**src/rtl/hilo_muldiv_unit_if.sv**
```systemverilog
// Request/result bundle between the EX stage and the HI/LO multiply/divide unit.
// The pipeline side (master) issues operations and the flush; the unit (slave)
// returns the busy/stall/done status and the architectural HI/LO contents.
interface hilo_muldiv_unit_if #(
  parameter int WIDTH = 32
);
  logic             start;
  logic [2:0]       op;
  logic [WIDTH-1:0] src_a;
  logic [WIDTH-1:0] src_b;
  logic             cancel;
  logic             busy;
  logic             stall;
  logic             done;
  logic [WIDTH-1:0] hi;
  logic [WIDTH-1:0] lo;

  modport master (
    output start, op, src_a, src_b, cancel,
    input  busy, stall, done, hi, lo
  );

  modport slave (
    input  start, op, src_a, src_b, cancel,
    output busy, stall, done, hi, lo
  );
endinterface

```
**src/rtl/hilo_muldiv_unit.sv**
```systemverilog
// HI/LO multiply/divide unit sitting beside the EX-stage ALU.
// MULT/MULTU finish after MUL_CYCLES cycles, DIV/DIVU run a restoring radix-2
// divider for WIDTH cycles followed by a sign-fixup cycle, and MTHI/MTLO write
// the register pair in a single cycle without ever raising busy.
// While an operation is in flight the pipeline is frozen through stall; an
// exception flush (cancel) abandons the operation and leaves HI/LO untouched.
module hilo_muldiv_unit #(
  parameter int WIDTH      = 32,
  parameter int MUL_CYCLES = 2
) (
  input  logic              clk,
  input  logic              resetn,
  hilo_muldiv_unit_if.slave bus
);

  typedef enum logic [1:0] {
    IDLE,
    MUL,
    DIV,
    FIX
  } state_t;

  typedef enum logic [2:0] {
    OP_NONE  = 3'b000,
    OP_MULT  = 3'b001,
    OP_MULTU = 3'b010,
    OP_DIV   = 3'b011,
    OP_DIVU  = 3'b100,
    OP_MTHI  = 3'b101,
    OP_MTLO  = 3'b110,
    OP_RSVD  = 3'b111
  } op_t;

  // One shared down-counter serves both the multiply latency and the
  // per-bit divide iteration, so it is sized for the larger of the two.
  localparam int CNT_MAX = (WIDTH > MUL_CYCLES) ? WIDTH : MUL_CYCLES;
  localparam int CNT_W   = (CNT_MAX > 1) ? $clog2(CNT_MAX) : 1;
  localparam logic [CNT_W-1:0] CNT_MUL = CNT_W'(MUL_CYCLES - 1);
  localparam logic [CNT_W-1:0] CNT_DIV = CNT_W'(WIDTH - 1);
  localparam logic [CNT_W-1:0] CNT_ONE = CNT_W'(1);

  state_t           state;
  logic [CNT_W-1:0] cnt;

  // Multiply operands, held for the whole multicycle window.
  logic [WIDTH-1:0] mul_a;
  logic [WIDTH-1:0] mul_b;
  logic             mul_signed;

  // Divider datapath: partial remainder, dividend/quotient shift register,
  // divisor magnitude and the sign/exception bookkeeping for the fixup cycle.
  logic [WIDTH-1:0] rem;
  logic [WIDTH-1:0] quo;
  logic [WIDTH-1:0] dvs;
  logic             neg_q;
  logic             neg_r;
  logic             div_zero;
  logic [WIDTH-1:0] a_save;

  // Architectural state.
  logic [WIDTH-1:0] hi_q;
  logic [WIDTH-1:0] lo_q;
  logic             done_q;

  // Request decode.
  logic             is_mul_op;
  logic             is_div_op;
  logic             is_signed_div;
  logic             accept;

  // Operand conditioning for the divider.
  logic             a_neg;
  logic             b_neg;
  logic [WIDTH-1:0] a_mag;
  logic [WIDTH-1:0] b_mag;

  // Multiplier: both operands are extended to 2*WIDTH so the low 2*WIDTH bits
  // of one unsigned product give the correct signed or unsigned result.
  logic [2*WIDTH-1:0] ext_a;
  logic [2*WIDTH-1:0] ext_b;
  logic [2*WIDTH-1:0] product;

  // One restoring-division step.
  logic [WIDTH:0]   shifted;
  logic [WIDTH:0]   diff;
  logic             q_bit;
  logic [WIDTH-1:0] rem_next;
  logic [WIDTH-1:0] quo_next;

  // Sign-corrected results for the fixup cycle.
  logic [WIDTH-1:0] quo_fix;
  logic [WIDTH-1:0] rem_fix;

  assign is_mul_op     = (bus.op == OP_MULT) || (bus.op == OP_MULTU);
  assign is_div_op     = (bus.op == OP_DIV)  || (bus.op == OP_DIVU);
  assign is_signed_div = (bus.op == OP_DIV);
  assign accept        = bus.start && !bus.cancel && (state == IDLE);

  assign a_neg = is_signed_div && bus.src_a[WIDTH-1];
  assign b_neg = is_signed_div && bus.src_b[WIDTH-1];
  assign a_mag = a_neg ? -bus.src_a : bus.src_a;
  assign b_mag = b_neg ? -bus.src_b : bus.src_b;

  assign ext_a   = mul_signed ? {{WIDTH{mul_a[WIDTH-1]}}, mul_a} : {{WIDTH{1'b0}}, mul_a};
  assign ext_b   = mul_signed ? {{WIDTH{mul_b[WIDTH-1]}}, mul_b} : {{WIDTH{1'b0}}, mul_b};
  assign product = ext_a * ext_b;

  // The top bit of diff is the borrow: with rem < dvs the shifted partial
  // remainder is below 2*dvs, so a successful subtract never sets it.
  assign shifted  = {rem, quo[WIDTH-1]};
  assign diff     = shifted - {1'b0, dvs};
  assign q_bit    = ~diff[WIDTH];
  assign rem_next = q_bit ? diff[WIDTH-1:0] : shifted[WIDTH-1:0];
  assign quo_next = {quo[WIDTH-2:0], q_bit};

  assign quo_fix = neg_q ? -quo : quo;
  assign rem_fix = neg_r ? -rem : rem;

  // Stall is combinational so a multicycle op freezes the pipe in the very
  // cycle it is presented; MTHI/MTLO complete in one edge and never stall.
  assign bus.stall = (state != IDLE) || (bus.start && (is_mul_op || is_div_op) && (state == IDLE));
  assign bus.busy  = (state != IDLE);
  assign bus.done  = done_q;
  assign bus.hi    = hi_q;
  assign bus.lo    = lo_q;

  // Sequencer: accepts requests in IDLE, iterates MUL/DIV, applies signs in FIX
  // and raises a one-cycle done as HI/LO are written; cancel always wins.
  always_ff @(posedge clk or negedge resetn) begin
    if (!resetn) begin
      state      <= IDLE;
      cnt        <= '0;
      mul_a      <= '0;
      mul_b      <= '0;
      mul_signed <= 1'b0;
      rem        <= '0;
      quo        <= '0;
      dvs        <= '0;
      neg_q      <= 1'b0;
      neg_r      <= 1'b0;
      div_zero   <= 1'b0;
      a_save     <= '0;
      hi_q       <= '0;
      lo_q       <= '0;
      done_q     <= 1'b0;
    end else begin
      done_q <= 1'b0;
      case (state)
        IDLE: begin
          if (accept) begin
            case (bus.op)
              OP_MTHI: hi_q <= bus.src_a;
              OP_MTLO: lo_q <= bus.src_a;
              OP_MULT, OP_MULTU: begin
                mul_a      <= bus.src_a;
                mul_b      <= bus.src_b;
                mul_signed <= (bus.op == OP_MULT);
                cnt        <= CNT_MUL;
                state      <= MUL;
              end
              OP_DIV, OP_DIVU: begin
                rem      <= '0;
                quo      <= a_mag;
                dvs      <= b_mag;
                neg_q    <= a_neg ^ b_neg;
                neg_r    <= a_neg;
                div_zero <= (bus.src_b == '0);
                a_save   <= bus.src_a;
                cnt      <= CNT_DIV;
                state    <= DIV;
              end
              default: ;
            endcase
          end
        end
        MUL: begin
          if (bus.cancel) begin
            state <= IDLE;
          end else if (cnt == '0) begin
            hi_q   <= product[2*WIDTH-1:WIDTH];
            lo_q   <= product[WIDTH-1:0];
            done_q <= 1'b1;
            state  <= IDLE;
          end else begin
            cnt <= cnt - CNT_ONE;
          end
        end
        DIV: begin
          if (bus.cancel) begin
            state <= IDLE;
          end else begin
            rem <= rem_next;
            quo <= quo_next;
            if (cnt == '0) begin
              state <= FIX;
            end else begin
              cnt <= cnt - CNT_ONE;
            end
          end
        end
        FIX: begin
          if (bus.cancel) begin
            state <= IDLE;
          end else begin
            if (div_zero) begin
              lo_q <= '1;
              hi_q <= a_save;
            end else begin
              lo_q <= quo_fix;
              hi_q <= rem_fix;
            end
            done_q <= 1'b1;
            state  <= IDLE;
          end
        end
        default: state <= IDLE;
      endcase
    end
  end

endmodule

```
**src/flat_wrapper.sv**
```systemverilog
// flat-port wrapper written by rule: the top's interface ports become plain ports
module hilo_muldiv_unit_flat 
#(
  parameter int WIDTH      = 32,
  parameter int MUL_CYCLES = 2
)
  (clk, resetn, bus_start, bus_op, bus_src_a, bus_src_b, bus_cancel, bus_busy, bus_stall, bus_done, bus_hi, bus_lo);
  hilo_muldiv_unit_if #(.WIDTH(WIDTH)) bus_i ();
  input  logic clk;
  input  logic resetn;
  input wire logic [$bits(bus_i.start)-1:0] bus_start;
  input wire logic [$bits(bus_i.op)-1:0] bus_op;
  input wire logic [$bits(bus_i.src_a)-1:0] bus_src_a;
  input wire logic [$bits(bus_i.src_b)-1:0] bus_src_b;
  input wire logic [$bits(bus_i.cancel)-1:0] bus_cancel;
  output wire logic [$bits(bus_i.busy)-1:0] bus_busy;
  output wire logic [$bits(bus_i.stall)-1:0] bus_stall;
  output wire logic [$bits(bus_i.done)-1:0] bus_done;
  output wire logic [$bits(bus_i.hi)-1:0] bus_hi;
  output wire logic [$bits(bus_i.lo)-1:0] bus_lo;
  assign bus_i.start = bus_start;
  assign bus_i.op = bus_op;
  assign bus_i.src_a = bus_src_a;
  assign bus_i.src_b = bus_src_b;
  assign bus_i.cancel = bus_cancel;
  assign bus_busy = bus_i.busy;
  assign bus_stall = bus_i.stall;
  assign bus_done = bus_i.done;
  assign bus_hi = bus_i.hi;
  assign bus_lo = bus_i.lo;
  hilo_muldiv_unit #(.WIDTH(WIDTH), .MUL_CYCLES(MUL_CYCLES)) u_core (.clk(clk), .resetn(resetn), .bus(bus_i));
endmodule
```
**config.mk**
```make
export PLATFORM = sky130hd
export DESIGN_NAME = hilo_muldiv_unit_flat
export DESIGN_NICKNAME = d
export VERILOG_FILES = /design/src/rtl/hilo_muldiv_unit_if.sv /design/src/rtl/hilo_muldiv_unit.sv /design/src/flat_wrapper.sv
export SDC_FILE = /design/constraint.sdc
export NUM_CORES = 2
export LEC_CHECK = 0
export BUFFER_PORTS_ARGS = -buffer_cell sky130_fd_sc_hd__buf_4
export CAP_MARGIN = 20
export CORE_AREA = 2 2 404 406
export CTS_CLUSTER_DIAMETER = 40
export DETAILED_ROUTE_END_ITERATION = 8
export DIE_AREA = 0 0 406 408
export PLACE_DENSITY = 0.61
export SYNTH_ARGS = -nofsm -noshare
export SYNTH_HDL_FRONTEND = slang
export SYNTH_SLANG_ARGS = --single-unit
```
**constraint.sdc**
```tcl
create_clock -name clk -period 11.7 [get_ports clk]
set_clock_uncertainty 0.1 [all_clocks]
set_input_delay 2.34 -clock clk [delete_from_list [all_inputs] [get_ports clk]]
set_output_delay 2.34 -clock clk [all_outputs]
set_load 0.05 [all_outputs]
```
## Yosys cells after proc, flatten, opt, wreduce, memory -nomap -nowiden

Index checks and enable logic that the tools add are counted.
W data, S select, Z words.

| word-level totals | value |
|---|---|
| bits in registers | 268 |
| word-level logic and storage cells | 119 |

| operators by class | value |
|---|---|
| add/subtract/negate cells | 6 |
| multiply operators | 1 |
| equal/unequal tests | 22 |
| multiplexer cells | 45 |
| bitwise gates (word level) | 2 |
| reductions and logical operators | 28 |

Operators by type and width:

| operator | number |
|---|---|
| $mux W32 | 23 |
| $pmux W32 S3 | 2 |
| $mux W64 | 2 |
| $neg A32 Y32 | 4 |
| $pmux W32 S2 | 2 |
| $mul A64 B64 Y64 | 1 |
| $sub A33 B32 Y33 | 1 |
| $logic_not A32 Y1 | 1 |
| $pmux W5 S2 | 2 |
| $ne A2 B2 Y1 const B | 8 |
| $mux W5 | 3 |
| $reduce_and A6 Y1 | 2 |
| $mux W2 | 5 |
| $eq A3 B3 Y1 const B | 3 |
| $pmux W2 S4 | 1 |
| $reduce_and A4 Y1 | 2 |
| $eq A3 B2 Y1 const B | 2 |
| $logic_and A1 B1 Y1 | 6 |
| $ne A3 B2 Y1 const B | 2 |
| $reduce_and A3 Y1 | 2 |
| $reduce_bool A2 Y1 | 3 |
| $reduce_or A2 Y1 | 3 |
| $logic_not A5 Y1 | 1 |
| $reduce_and A5 Y1 | 1 |
| 15 further kinds | 22 |

## Depth between registers and ports, before layout

| depth | value |
|---|---|
| depth after elaboration | 6 |
| gate-level depth with buffers | 36 |
| gate-level depth less buffers | 33 |

## Worst setup path before layout

No wires, ideal clock.

| timing | value |
|---|---|
| path type | reg-to-reg |
| start | register u_core.mul_signed |
| end | register u_core.hi_q[29] (netlist: u_core.bus.hi[29]) |
| arrival | 9077 ps |
| setup slack | 2436 ps |
| cell stages (with the launch flop) | 32 |
| clock period less this slack | 9264 ps |
| cell sequence | dfrtp_1 > and2_1 > clkbuf_1 > clkbuf_1 > nand2_1 > inv_1 > fa_1 > inv_1 > fa_1 > inv_1 > fa_1 > inv_1 > fa_1 > inv_1 > fa_1 > fa_1 > fa_1 > fa_1 > fa_1 > inv_1 > fa_1 > inv_1 > ha_1 > clkbuf_1 > nand2_1 > nor3_1 > and3_1 > nand4_1 > a21oi_1 > a311oi_1 > or4_1 > o211ai_1 |

| on the way | value |
|---|---|
| word-level cells in the longest chain between the ends | 5 |
| elaborated cells on any way between the ends | 6 |
| classes of those cells | mul: 1; mux: 5 |

Ends and longest elaborated chain:

| what | RTL line | RTL |
|---|---|---|
| from (decl) | hilo_muldiv_unit.sv:48 | `logic mul_signed;` |
| from (signal assigned) | hilo_muldiv_unit.sv:157 | `mul_signed <= (bus.op == OP_MULT);` |
| $mux W64 (on tied branches) | hilo_muldiv_unit.sv:104, hilo_muldiv_unit.sv:105 |  |
| $mul A64 B64 Y64 * | hilo_muldiv_unit.sv:106 | `assign product = ext_a * ext_b;` |
| $mux W32 * | hilo_muldiv_unit.sv:179 | `end else if (cnt == '0) begin` |
| $mux W32 * | hilo_muldiv_unit.sv:177 | `if (bus.cancel) begin` |
| $pmux W32 S3 * | hilo_muldiv_unit.sv:148 | `case (state)` |
| to (signal assigned) | hilo_muldiv_unit.sv:152 | `OP_MTHI: hi_q <= bus.src_a;` |
| to (signal assigned) | hilo_muldiv_unit.sv:180 | `hi_q <= product[2*WIDTH-1:WIDTH];` |
| to (signal assigned) | hilo_muldiv_unit.sv:207 | `hi_q <= a_save;` |
| to (decl) | hilo_muldiv_unit.sv:61 | `logic [WIDTH-1:0] hi_q;` |

Every way passes the cells marked *; elsewhere a longest branch is shown, timed or not. The select of a mux whose other input is x is not followed.
A chain may end at the register's enable or synchronous reset.

## Worst setup path after layout

| timing | value |
|---|---|
| start | register u_core.mul_signed |
| end | register u_core.hi_q[26] (netlist: u_core.bus.hi[26]) |

The elaborated chain is that of the path after synthesis.

==> summary.md <==
| Metric | Value |
|---|---|
| Outcome | `finished clean` |
| Final worst slack | `1.60 ns` |
| Post-synth EDFFs | `0` |
| Largest net degree at the start of global routing | `around 140` |
| Synth Area in Compound Gates | `0.0797` |
| Post-CTS Setup Inserts | `0` |
| Root Buffer Master | `clkbuf_16` |
| Wirelength per Cell | `22.7 um` |
| Worst min path class | `register to register` |
| Netlist Area Pre-Place | `64200 sq um` |
| Yosys cell types | `between 80 and 90` |
| Initial antenna violation count | `12` |
| Final nets | `slightly below 9000` |
| Multi-input gate area | `between 50000 and 60000 sq um` |
| Met1 WL | `~87000 um` |
| CTS Buf Count | `42` |
| Post-route ant nets | `0` |
| Layout fillers | `15800` |
| Syn avg cell area | `just over 9 sq um` |
| Critical path type | `register to register` |
| DR iter-0 viols | `3496` |
| CTS tree | `yes` |
| Post-Synthesis Cells | `6972` |
| Crit path required time | `12.07 ns` |
| Fin util | `0.427` |
| YS warnings | `0` |
| Area of the core | `162000 sq um` |
| GP Congestion | `0.947` |
| RSZ-0062 raised after global routing | `no` |
| Final setup fails | `0` |
| # IOs | `138` |
| XOR/XNOR share of the synthesized area | `0.0349` |
| Vert. Die Dim | `408 um` |
| Tmin final | `10.10 ns` |
| Syn nets | `between 8000 and 9000` |
| Largest family of logic cells by synthesized area | `adder cells` |
| Worst-Skew Late Latency | `0.57 ns` |
| Overflow after GRT | `0` |
| CP arrival | `10.47 ns` |
| Clock transition at path regs | `0.06 ns` |
| Max Fclk | `~0.1 GHz` |
| First-pass GRT wire length | `approximately 320000 um` |
| Reg2reg setup slack | `between 1.5 and 2 ns` |
| Max cap viols | `0` |
| Post-Synth Adder-Cell Area | `0.511` |
| Cts hold-fix bufs | `0` |
| Asr flop ratio synth | `1.00` |
| Synth Area in Simple Gates | `0.134` |
| Port buffer count | `137` |
| CP delay by family, top | `adder cells` |
| Hold Fails Final Rpt | `0` |
| Most frequent CP cell | `fa_1` |
| Relative slew slack | `0.210` |
| Crit path max-delay cell type | `fa_1` |
| Multiplexer share of the synthesized area | `0.0201` |
| Highest metal used | `met5` |
| Routed wl met2 | `96600 um` |
| WL final | `207000 um` |
| Layout cells sized above 1 | `0.0674` |
| Worst Tran Pin Value | `1.19 ns` |
| DRT Pass-1 Iters | `6` |
| HPWL after DPL | `170000 um` |
| Register area share after synthesis | `0.104` |
| Yosys top cell area share | `0.443` |
| Total number of vias | `47700` |
| Die width | `406 um` |
| Max incr delay on CP | `0.89 ns` |
| H-tree depth | `2` |
| Max-slew violations | `0` |
| Seq. cell area | `between 6000 and 7000 sq um` |
| Vias in the first global route | `51700` |
| Clock Sink Count | `268` |
| Row count | `148` |
| Vias per cell | `5.24` |
| Die footprint | `roughly 170000 sq um` |
| Critical Path Fanout Max | `22` |
| Clock tree buffer depth | `3` |
| Flops & latches, synth | `between 200 and 300` |
| Residual DRC count | `0` |
| Synth area leaders | `fa_1 (44%), dfrtp_1 (10%), inv_1 (9.4%)` |
| Cell taking the most area after synthesis | `fa_1` |
| GRT Util Overall | `0.257` |
| Post_cts resized | `0` |
| Area growth syn-to-layout | `7.60%` |
| TNS Setup | `0 ns` |
| CP endpoint kind | `register` |
| Final Cycle Share | `0.864` |
| Startpoint types | `register` |
| Placement Setup Slack | `1.64 ns` |
| Initial Utilization | `0.397` |
| Main synth FF type | `dfrtp_1` |
| Met3 routed WL | `14400 um` |
| Buffers & Inverters on Critical Path | `8` |
## kinds of logic (layout without fill, tap and decap cells)
| kind of cell | after synthesis | count (layout) |
|---|---|---|
| adders and majority gates | 1771 | 1771 |
| other | 0 | 1 |
| xor gates and xnor gates | 253 | 253 |
| AOI/OAI and AO/OA | 827 | 827 |
| DFF | 268 | 268 |
| and+or+nand+nor | 1758 | 1758 |
| buffers and inverters | 1977 | 1932 |
| muxes | 118 | 118 |
## sequential cells by signal, indices dropped and copies added, names as in the netlist, 32 cells and up
register,flops
u_core.rem,32
u_core.mul_b,32
u_core.a_save,32
u_core.bus.lo,32
u_core.quo,32
u_core.bus.hi,32
u_core.mul_a,32
u_core.dvs,32
## area by class of cell
cell class,instances,area share
multi-input cells,4727,0.725
flip-flops and latches,268,0.0973
inverters,1604,0.0872
well taps,2175,0.0394
repair buffers,250,0.0287
clock buffers,49,0.0165
clock inverters,29,0.00534
diodes,1,0.0000362
## layout by cell type (no fill, tap or decap), types with 9 or more instances in the layout
cell	n
o22ai_1	15
o31ai_1	32
o21a_1	17
nand2_1	789
nor4_1	12
a22oi_1	23
ha_1	346
xor2_1	77
o211ai_1	11
a31oi_1	46
a21o_1	58
dfrtp_1	256
nor3_1	26
or4_1	12
dfrtp_2	12
xnor2_1	174
o21bai_1	23
or3_1	18
nor2b_1	9
a221oi_1	19
mux2i_1	31
nand2b_1	18
a31o_2	10
o21ai_1	36
clkbuf_16	45
o21ai_0	244
and3_1	35
buf_4	241
inv_1	1602
a21oi_1	204
inv_8	10
nand3_1	40
and2_1	579
mux2_2	87
o41ai_1	16
fa_1	1420
nor2_1	174
nand4_1	19
## tightest hold or removal path: cells and delay by family, from the launching register on
family	cells	cell delay [ns]
compound gates	1	0.06
simple gates	1	0.04
flops	1	0.34
## path summary, 6_finish.rpt
check,startpoint,to,cells after the start
max in group asynchronous,resetn,u_core.mul_b[26],2
min,u_core.dvs[14],u_core.dvs[14],2
max reg2reg,u_core.mul_signed,u_core.bus.hi[26],28
max,u_core.mul_signed,u_core.bus.hi[26],28
min reg2reg,u_core.dvs[14],u_core.dvs[14],2
min in group asynchronous,resetn,u_core.quo[27],1
## per-layer routing
metal  GRT usage  vias to the layer above
met5           0                        -
met4      0.0937                        4
met3      0.0388                      314
met2       0.415                     1672
met1       0.349                    24900
li1            -                    20800
## Yosys cell counts, drive strengths merged, types with 78 or more instances
cell,count
a21oi,207
xor2,78
clkbuf,353
xnor2,175
o21ai,282
ha,349
inv,1602
nor2,175
fa,1420
mux2,87
and2,579
nand2,790
dfrtp,268
## stage by stage
stage | std cells | instance area, sq um | hold WS, ns
global route | 9103 | 69100 | 0.404
finish | 9103 | 69100 | 0.382
global placement | 9019 | 67500 | 0.360
CTS | 9099 | 69000 | 0.384
detailed placement | 9021 | 67500 | 0.371
floorplan | 6972 | 64200 | 0.350
Power is left out: the tool's default activity adds up to more than one toggle a clock period on the data nets, which glitch-free logic cannot reach.
